$ cat config.mk
export PLATFORM = sky130hd
export DESIGN_NAME = mold_seq_ctrl_flat
export DESIGN_NICKNAME = d
export VERILOG_FILES = /design/src/rtl/mold_seq_ctrl_pkg.sv /design/src/rtl/mold_seq_ctrl_if.sv /design/src/rtl/sat_counter.sv /design/src/rtl/mold_seq_ctrl.sv /design/src/flat_wrapper.sv
export SDC_FILE = /design/constraint.sdc
export NUM_CORES = 1
export LEC_CHECK = 0
export ABC_CLOCK_PERIOD_IN_PS = 5300
export CAP_MARGIN = 20
export CORE_MARGIN = 2
export CORE_UTILIZATION = 45
export CTS_CLUSTER_DIAMETER = 120
export DETAILED_ROUTE_END_ITERATION = 7
export GPL_ROUTABILITY_DRIVEN = 0
export PLACE_DENSITY = 0.67
export SYNTH_ARGS = -nofsm -noshare
export SYNTH_HDL_FRONTEND = slang
export SYNTH_HIERARCHICAL = 1
export SYNTH_SLANG_ARGS = --single-unit
$ cat constraint.sdc
create_clock -name clkIn -period 5.3 [get_ports clkIn]
set_clock_uncertainty 0.2 [all_clocks]
set_input_delay 1.59 -clock clkIn [delete_from_list [all_inputs] [get_ports clkIn]]
set_output_delay 1.59 -clock clkIn [all_outputs]
set_load 0.05 [all_outputs]
$ cat src/rtl/mold_seq_ctrl_pkg.sv
// Shared types and constants for the MoldUDP64 sequence controller.
// Holds the FSM state enum, Mold header record and request-count saturation helper.
package mold_seq_ctrl_pkg;

  typedef enum logic [1:0] {
    UNSYNC = 2'd0,
    SYNCED = 2'd1,
    REQ    = 2'd2
  } moldState_t;

  localparam logic [15:0] MOLD_END_SESSION = 16'hFFFF;
  localparam logic [15:0] REQ_CNT_MAX      = 16'hFFFE;

  typedef struct packed {
    logic [79:0] sessId;
    logic [63:0] seqNum;
    logic [15:0] msgCnt;
  } moldHdr_t;

  // 16'hFFFF is reserved as the end-of-session marker, so requests top out one below it.
  function automatic logic [15:0] satReqCnt(input logic [63:0] gap);
    return (gap > 64'(REQ_CNT_MAX)) ? REQ_CNT_MAX : gap[15:0];
  endfunction

endpackage

$ cat src/rtl/mold_seq_ctrl_if.sv
// Header-in / decision-out / retransmit-request bundle of the Mold sequence controller.
// slave is the controller's view, master is the parser/requester side.
interface mold_seq_ctrl_if #(parameter int CNT_W = 32);
  logic              hdrValidIn;
  logic [79:0]       sessIdIn;
  logic [63:0]       seqNumIn;
  logic [15:0]       msgCntIn;
  logic              resyncIn;
  logic              acceptOut;
  logic              dropOut;
  logic              packetLostOut;
  logic              reqValidOut;
  logic [63:0]       reqSeqOut;
  logic [15:0]       reqCntOut;
  logic              reqReadyIn;
  logic              reqOverrunOut;
  logic [CNT_W-1:0]  lostMsgCntOut;
  logic              syncedOut;

  modport slave (
    input  hdrValidIn, sessIdIn, seqNumIn, msgCntIn, resyncIn, reqReadyIn,
    output acceptOut, dropOut, packetLostOut, reqValidOut, reqSeqOut, reqCntOut,
           reqOverrunOut, lostMsgCntOut, syncedOut
  );

  modport master (
    output hdrValidIn, sessIdIn, seqNumIn, msgCntIn, resyncIn, reqReadyIn,
    input  acceptOut, dropOut, packetLostOut, reqValidOut, reqSeqOut, reqCntOut,
           reqOverrunOut, lostMsgCntOut, syncedOut
  );
endinterface

$ cat src/rtl/sat_counter.sv
// Accumulator that adds a wide increment and clamps at its all-ones maximum.
module sat_counter #(
  parameter int W     = 32,
  parameter int INC_W = 64
) (
  input  logic             clk,
  input  logic             rstN,
  input  logic             addEn,
  input  logic [INC_W-1:0] inc,
  output logic [W-1:0]     cnt
);

  localparam int SUM_W = ((W > INC_W) ? W : INC_W) + 1;
  localparam logic [SUM_W-1:0] MAX = (SUM_W'(1) << W) - SUM_W'(1);

  logic [SUM_W-1:0] sum;

  // One extra bit of headroom means the sum itself can never wrap.
  assign sum = SUM_W'(cnt) + SUM_W'(inc);

  always_ff @(posedge clk or negedge rstN) begin
    if (!rstN)      cnt <= '0;
    else if (addEn) cnt <= (sum > MAX) ? '1 : sum[W-1:0];
  end

endmodule

$ cat src/rtl/mold_seq_ctrl.sv
// MoldUDP64 sequence tracker: accepts/drops frames by sequence number, detects gaps
// and raises a held retransmit request until the requester takes it.
module mold_seq_ctrl
  import mold_seq_ctrl_pkg::*;
#(
  parameter int CNT_W = 32
) (
  input  logic              clkIn,
  input  logic              rstNIn,
  mold_seq_ctrl_if.slave    bus
);

  moldState_t  state, stateNxt;
  logic [63:0] expSeq, expSeqNxt;
  logic [79:0] sessId, sessIdNxt;
  logic        acceptR, acceptNxt, dropR, dropNxt, lostR, lostNxt;
  logic        reqValidR, reqValidNxt, overrunR, overrunNxt;
  logic [63:0] reqSeqR, reqSeqNxt;
  logic [15:0] reqCntR, reqCntNxt;
  logic        addEn, handshake;
  logic [63:0] gap;
  moldHdr_t    hdr;

  assign hdr       = '{sessId: bus.sessIdIn, seqNum: bus.seqNumIn, msgCnt: bus.msgCntIn};
  assign gap       = hdr.seqNum - expSeq;
  assign handshake = reqValidR & bus.reqReadyIn;

  always_ff @(posedge clkIn or negedge rstNIn) begin
    if (!rstNIn) begin
      state     <= UNSYNC;
      expSeq    <= '0;
      sessId    <= '0;
      acceptR   <= 1'b0;
      dropR     <= 1'b0;
      lostR     <= 1'b0;
      reqValidR <= 1'b0;
      reqSeqR   <= '0;
      reqCntR   <= '0;
      overrunR  <= 1'b0;
    end else begin
      state     <= stateNxt;
      expSeq    <= expSeqNxt;
      sessId    <= sessIdNxt;
      acceptR   <= acceptNxt;
      dropR     <= dropNxt;
      lostR     <= lostNxt;
      reqValidR <= reqValidNxt;
      reqSeqR   <= reqSeqNxt;
      reqCntR   <= reqCntNxt;
      overrunR  <= overrunNxt;
    end
  end

  always_comb begin
    stateNxt    = state;
    expSeqNxt   = expSeq;
    sessIdNxt   = sessId;
    acceptNxt   = 1'b0;
    dropNxt     = 1'b0;
    lostNxt     = 1'b0;
    reqValidNxt = reqValidR;
    reqSeqNxt   = reqSeqR;
    reqCntNxt   = reqCntR;
    overrunNxt  = overrunR;
    addEn       = 1'b0;

    if (handshake) begin
      reqValidNxt = 1'b0;
      stateNxt    = SYNCED;
    end

    // Resync outranks any header in the same cycle; the header produces no decision.
    if (bus.resyncIn) begin
      stateNxt    = UNSYNC;
      reqValidNxt = 1'b0;
    end else if (bus.hdrValidIn) begin
      if (hdr.msgCnt == MOLD_END_SESSION) begin
        dropNxt     = 1'b1;
        stateNxt    = UNSYNC;
        reqValidNxt = 1'b0;
      end else if (state == UNSYNC) begin
        sessIdNxt = hdr.sessId;
        expSeqNxt = hdr.seqNum + 64'(hdr.msgCnt);
        acceptNxt = 1'b1;
        stateNxt  = SYNCED;
      end else if (hdr.sessId != sessId) begin
        dropNxt = 1'b1;
      end else if (hdr.seqNum == expSeq) begin
        acceptNxt = 1'b1;
        expSeqNxt = expSeq + 64'(hdr.msgCnt);
      end else if (hdr.seqNum < expSeq) begin
        dropNxt = 1'b1;
      end else begin
        acceptNxt = 1'b1;
        lostNxt   = 1'b1;
        addEn     = 1'b1;
        expSeqNxt = hdr.seqNum + 64'(hdr.msgCnt);
        // A request still waiting keeps its fields; the new gap is only counted and flagged.
        if (state == REQ && !handshake) begin
          overrunNxt = 1'b1;
        end else begin
          reqValidNxt = 1'b1;
          reqSeqNxt   = expSeq;
          reqCntNxt   = satReqCnt(gap);
          stateNxt    = REQ;
        end
      end
    end
  end

  sat_counter #(.W(CNT_W), .INC_W(64)) uLostCnt (
    .clk   (clkIn),
    .rstN  (rstNIn),
    .addEn (addEn),
    .inc   (gap),
    .cnt   (bus.lostMsgCntOut)
  );

  assign bus.acceptOut     = acceptR;
  assign bus.dropOut       = dropR;
  assign bus.packetLostOut = lostR;
  assign bus.reqValidOut   = reqValidR;
  assign bus.reqSeqOut     = reqSeqR;
  assign bus.reqCntOut     = reqCntR;
  assign bus.reqOverrunOut = overrunR;
  assign bus.syncedOut     = (state != UNSYNC);

endmodule

$ cat src/flat_wrapper.sv
// flat-port wrapper written by rule: the top's interface ports become plain ports
module mold_seq_ctrl_flat import mold_seq_ctrl_pkg::*;
#(
  parameter int CNT_W = 32
)
  (clkIn, rstNIn, bus_hdrValidIn, bus_sessIdIn, bus_seqNumIn, bus_msgCntIn, bus_resyncIn, bus_reqReadyIn, bus_acceptOut, bus_dropOut, bus_packetLostOut, bus_reqValidOut, bus_reqSeqOut, bus_reqCntOut, bus_reqOverrunOut, bus_lostMsgCntOut, bus_syncedOut);
  mold_seq_ctrl_if #(.CNT_W(CNT_W)) bus_i ();
  input  logic clkIn;
  input  logic rstNIn;
  input wire logic [$bits(bus_i.hdrValidIn)-1:0] bus_hdrValidIn;
  input wire logic [$bits(bus_i.sessIdIn)-1:0] bus_sessIdIn;
  input wire logic [$bits(bus_i.seqNumIn)-1:0] bus_seqNumIn;
  input wire logic [$bits(bus_i.msgCntIn)-1:0] bus_msgCntIn;
  input wire logic [$bits(bus_i.resyncIn)-1:0] bus_resyncIn;
  input wire logic [$bits(bus_i.reqReadyIn)-1:0] bus_reqReadyIn;
  output wire logic [$bits(bus_i.acceptOut)-1:0] bus_acceptOut;
  output wire logic [$bits(bus_i.dropOut)-1:0] bus_dropOut;
  output wire logic [$bits(bus_i.packetLostOut)-1:0] bus_packetLostOut;
  output wire logic [$bits(bus_i.reqValidOut)-1:0] bus_reqValidOut;
  output wire logic [$bits(bus_i.reqSeqOut)-1:0] bus_reqSeqOut;
  output wire logic [$bits(bus_i.reqCntOut)-1:0] bus_reqCntOut;
  output wire logic [$bits(bus_i.reqOverrunOut)-1:0] bus_reqOverrunOut;
  output wire logic [$bits(bus_i.lostMsgCntOut)-1:0] bus_lostMsgCntOut;
  output wire logic [$bits(bus_i.syncedOut)-1:0] bus_syncedOut;
  assign bus_i.hdrValidIn = bus_hdrValidIn;
  assign bus_i.sessIdIn = bus_sessIdIn;
  assign bus_i.seqNumIn = bus_seqNumIn;
  assign bus_i.msgCntIn = bus_msgCntIn;
  assign bus_i.resyncIn = bus_resyncIn;
  assign bus_i.reqReadyIn = bus_reqReadyIn;
  assign bus_acceptOut = bus_i.acceptOut;
  assign bus_dropOut = bus_i.dropOut;
  assign bus_packetLostOut = bus_i.packetLostOut;
  assign bus_reqValidOut = bus_i.reqValidOut;
  assign bus_reqSeqOut = bus_i.reqSeqOut;
  assign bus_reqCntOut = bus_i.reqCntOut;
  assign bus_reqOverrunOut = bus_i.reqOverrunOut;
  assign bus_lostMsgCntOut = bus_i.lostMsgCntOut;
  assign bus_syncedOut = bus_i.syncedOut;
  mold_seq_ctrl #(.CNT_W(CNT_W)) u_core (.clkIn(clkIn), .rstNIn(rstNIn), .bus(bus_i));
endmodule
# Yosys cells after proc, flatten, opt, wreduce, memory -nomap -nowiden
# Cells that the tools add are included.
# Widths: inputs -> output; s select.
[totals] register_bits=263 in_bits=165 output_inout_bits=118 word_cells=84
[classes] addsub=4 magnitude_cmp=3 n_eq_ne=6 n_mux=44 n_bitwise=8 n_reduce_logical=8
[op_table] cell="$mux 64" n=4
[op_table] cell="$add 64x16->64" n=2
[op_table] cell="$ne 80x80->1" n=1
[op_table] cell="$add 32x64->65" n=1
[op_table] cell="$gt 65x32->1 const B" n=1
[op_table] cell="$eq 64x64->1" n=1
[op_table] cell="$gt 64x16->1 const B" n=1
[op_table] cell="$lt 64x64->1" n=1
[op_table] cell="$sub 64x64->64" n=1
[op_table] cell="$mux 32" n=1
[op_table] cell="$mux 1" n=29
[op_table] cell="$mux 2" n=9
[op_table] cell="$eq 16x16->1 const B" n=1
[op_table] cell="$mux 16" n=1
[op_table] cell="$reduce_and 8->1" n=2
[op_table] cell="$not 1->1" n=7
[op_table] cell="$reduce_and 5->1" n=1
[op_table] cell="$reduce_and 4->1" n=1
[op_table] cell="$ne 3x1->1 const B" n=1
[op_table] cell="$eq 2x2->1 const B" n=1
[op_table] cell="$logic_not 2->1" n=1
[op_table] cell="$ne 2x1->1 const B" n=1
[op_table] cell="$reduce_bool 2->1" n=1
[op_table] cell="$and 1x1->1" n=1
[op_table] cell="other kinds (2)" n=2

# Logic depth before layout (Yosys ltp)
[logic_depth] word_depth=11 ltp_mapped=25 ltp_nobuf=22

# Cells and area by module
# The synthesis kept the hierarchy.
[by_module_without_submodules] module="mold_seq_ctrl" n_inst=1 cells_each=2174 area_each_um2=18476.5
[by_module_without_submodules] module="sat_counter" n_inst=1 cells_each=603 area_each_um2=4266.6

# Worst setup path after synthesis
# Ideal clock, no wire load.
[synth_timing] kind="input port to flip-flop" from="input bus_seqNumIn[0]" to="register u_core.uLostCnt.cnt[18]" setup_time_ns=0.123 arrival_ns=6.292 path_slack_ns=-1.315 path_stages=20 cell_sequence="inv_1 -> ha_1 -> fa_1 -> nand2b_1 -> a21o_1 -> a211o_1 -> a31oi_1 -> nor3_1 -> o21ai_0 -> xor2_1 -> nand3_1 -> or4_4 -> a221oi_2 -> o2111ai_1 -> or4_1 -> nor4_1 -> nand4_1 -> nor4_4 -> buf_6 -> a21oi_1"
[synth_between] word_cells_on_any_way=13 classes_between="2 x add/sub; 2 x order compare; 1 x eq/ne; 8 x mux"
[synth_rtl] element="start: declaration" line_no="flat_wrapper.sv:12" rtl="input wire logic [$bits(bus_i.seqNumIn)-1:0] bus_seqNumIn;"
[synth_rtl] element="$sub 64x64->64" line_no="mold_seq_ctrl.sv:25" rtl="assign gap = hdr.seqNum - expSeq;"
[synth_rtl] element="net u_core.gap[46]" line_no="mold_seq_ctrl.sv:21" rtl="logic [63:0] gap;"
[synth_rtl] element="$add 32x64->65" line_no="sat_counter.sv:19" rtl="assign sum = SUM_W'(cnt) + SUM_W'(inc);"
[synth_rtl] element="$gt 65x32->1" line_no="sat_counter.sv:23" rtl="else if (addEn) cnt <= (sum > MAX) ? '1 : sum[W-1:0];"
[synth_rtl] element="$mux 32" line_no="sat_counter.sv:23"
[synth_rtl] element="end signal: assignment" line_no="sat_counter.sv:23"
[synth_rtl] element="end: declaration" line_no="sat_counter.sv:10" rtl="output logic [W-1:0] cnt"
# The timed path passes the listed nets, and every way through them passes these cells.
# A chain may end at the register's enable or synchronous reset.

# Final worst setup path
[layout_timing] from="input bus_seqNumIn[30]" to="register u_core.uLostCnt.cnt[16]"
# Same word-level chain as after synthesis.

==> impl_results.md <==
- List of most frequent post-synthesis cells: a21oi_1, dfrtp_1, nor2_1
- First drt pass iteration count: 7
- Die width: 229 um
- Initial antenna violation count: 8
- Fin util: 0.688
- Vias/cell: 5.97
- Final worst slack: -1100 ps
- FMAX: 156 MHz
- Count leader, synth: a21oi_1
- NumNets Final: 4044
- Synth Register Bits: 263
- Reg2reg start: u_core/expSeq[0]$_DFFE_PN0P_
- Total track usage: 0.329
- Vias in the first global route: 26140
- Startpoint Class: primary input
- Prevailing post-synth register cell: dfrtp_1
- Max-Cap Viols: 0
- Fin. Hold Viols: 0
- IO Pins: 283
- Synthesized Nets: 3074
- Status: complete, but fails checks
- Sw frac: 0.408
- Bufs on Longest Clock Path: 3
- Asr flop ratio synth: 1.00
- Clk_lat worst skew: 620 ps
- Tmin final: 6400 ps
- Max IR drop VDD: 0.000308 V
- Hold Path Class: flop to flop
- Finished Layout Cells: 4450
- Die area: 52400 um2
- Synthesized area: 22700 um2
- Synthesized netlist cell count: 2777
- CTS Buf Count: 31
- First-pass GRT wire length: 139 mm
- Initial core utilization: 0.454
- Synth area leaders: dfrtp_1, ha_1, mux2_2, xnor2_1, a21oi_1
- Layout cells sized above 1: 0.324
- Largest net degree at the start of global routing: 92
- Vias: 26552
- Critical path origin: bus_seqNumIn[30]
- Relative slew slack: 0.245
- Number of synthesized flops with an enable pin: 0
- Final Max Slew Viols: 0
- Synth top area share: 0.289
- Gate power share: 0.588
- Worst setup EP type: flop
- Final wirelength: 92.0 mm
- Post-DP Area: 31900 um2
- CP required: 5590 ps
- DRT iter0 DRCs: 2311
- RSZ-0062 raised after global routing: yes
- Root buf cell: clkbuf_16
- WL per Instance: 20.7 um
- Pwr Total: 0.0111 W
- Cell taking the most area after synthesis: dfrtp_1
- Crit path kind: primary input to flop
- Pleak: 15.2 nW
- Die Y: 229 um
- Grt ovf: 0
- Failing checks: negative setup slack
- Drt drc: 0
- CTS clk-pin slew, worst paths: 60 ps
- H-tree levels: 1
- Crit path DAT: 6690 ps
- Part of the power in the clock network: 0.196
- Sw Pwr: 0.00452 W
- Crit share post-route: 1.21
- Post-synthesis sequential area ratio: 0.289
- Post-route cell area: 34500 um2
- HP Start: u_core/bus.reqSeqOut[0]$_DFFE_PN0P_
- Final setup viols: 47
- Area grow syn2layout: 51.5%
- Antenna viol nets, final: 0
- Post-synth cell types: 90
- Row count: 82
- IO buf count: 282
- Ys Warns: 6
- Clock sink count: 263
- Internal: 0.00654 W
- Worst-Margin Slew: 1120 ps
- Share of power burned in registers: 0.216
- Placed Cells: 4352
- Area of the core region: 50100 um2
- Avg Inst Size Synth: 8.19 um2
- CP Max Fanout: 8
- Power per Cell Area: 321 nW/um2
- Hpwl dp: 71.8 mm
- CTS tree: done
[final timing paths]
path / end / slack (ps) / cells after the start
worst min-delay path: u_core/bus.reqSeqOut[0]$_DFFE_PN0P_ / 310 / 1
worst min register to register: u_core/bus.reqSeqOut[0]$_DFFE_PN0P_ / 310 / 1
max in group asynchronous: u_core/bus.reqSeqOut[56]$_DFFE_PN0P_ / 3070 / 2
worst max-delay path: u_core/uLostCnt/cnt[16]$_DFFE_PN0P_ / -1100 / 21
min in group asynchronous: u_core/uLostCnt/cnt[0]$_DFFE_PN0P_ / 740 / 1
worst max register to register: u_core/uLostCnt/cnt[16]$_DFFE_PN0P_ / -400 / 24
[worst max-delay path, cell delays in order]
cell and delay (ps):
dlygate4sd2_1 310, ha_4 320, nand4_2 150, nor4_4 310
nand4b_1 250, a311oi_4 410, buf_4 210, o31ai_4 70
nand2_1 130, xor2_2 230, nand3_1 130, or4_4 580
a221oi_2 300, o2111ai_1 140, or4_4 560, nor4_4 210
nand4_1 170, nor4_4 180, buf_6 190, clkbuf_16 180
a21oi_2 60
[logic make-up after synthesis]
logic type      synth area share
xor+xnor                  0.0859
mux                       0.0738
buf+inv                   0.0471
flops                      0.289
compound gates             0.224
fa+ha+maj                 0.0739
simple gates               0.206
[cell usage in the layout (no fill, tap or decap), types with 20 or more instances in the layout]
cell             instances
o21a_1                  24
o21bai_1                20
and3_1                  33
inv_1                  141
a211oi_1                31
a21o_1                  49
ha_1                    85
dfrtp_1                263
buf_4                  745
o21ai_0                146
xor2_1                  49
nor4_1                  31
a21oi_1                223
xnor2_1                160
ha_4                    41
o21ai_1                 25
or3_1                   26
nor3_1                  55
nand2_1                215
nand3_1                 74
a21oi_2                 47
clkdlybuf4s50_1        240
a31oi_1                 23
clkbuf_16               33
nor2_1                 243
mux2_2                 142
nand4_1                103
o211ai_1                32
dlymetal6s2s_1          20
[stage by stage]
step / hold slack, ps / TNS, ps / setup WS, ps
floorplan: 294 / -26250 / -831
global placement: 290 / -114770 / -1860
detailed placement: 295 / -117850 / -1930
CTS: 304 / -34560 / -1030
global route: 328 / -42540 / -1290
finish: 309 / -35070 / -1100
[power groups by stage]
stage	sequential [W]	combinational, W	clock, W
2_1_floorplan	0.00239	0.00295	0
3_3_place_gp	0.00240	0.00569	0
3_5_place_dp	0.00242	0.00581	0
4_1_cts	0.00239	0.00598	0.00221
5_1_grt	0.00241	0.00694	0.00229
6_report	0.00239	0.00650	0.00217
[repair_timing]
action	in CTS	in global routing
gates cloned	1	3
setup endpoints to repair	48	56
hold endpoints to repair	0	0
gates resized for setup	91	195
hold buffers	0	0
buffers inserted	12	20
pin swaps	22	53
[routing by layer]
metal / share of wire / routed length [um] / vias to the layer above / track usage
li1: - / - / 12186 / -
met1: 0.39 / 35900 / 12575 / 0.409
met2: 0.45 / 41800 / 1436 / 0.535
met3: 0.091 / 8330 / 351 / 0.0686
met4: 0.065 / 5980 / 4 / 0.182
met5: 0.00029 / 27 / - / 0
[flip-flops by register name (all words and copies together) (netlist names)]
signal / count
u_core/bus.acceptOut: 1
u_core/bus.dropOut: 1
u_core/bus.packetLostOut: 1
u_core/bus.reqCntOut: 16
u_core/bus.reqOverrunOut: 1
u_core/bus.reqSeqOut: 64
u_core/bus.reqValidOut: 1
u_core/expSeq: 64
u_core/sessId: 80
u_core/state: 2
u_core/uLostCnt/cnt: 32
[area by class of cell]
| class | instances | area (um2) |
|---|---|---|
| Antenna cell | 6 | 15.0 |
| Fill cell | 3955 | 15600 |
| Clock buffer | 41 | 863 |
| Multi-Input combinational cell | 2250 | 16500 |
| Timing Repair Buffer | 1056 | 8950 |
| Tap cell | 672 | 841 |
| Clock inverter | 17 | 164 |
| Sequential cell | 263 | 6580 |
| Inverter | 145 | 557 |
Power figures use the tool's default switching activity.
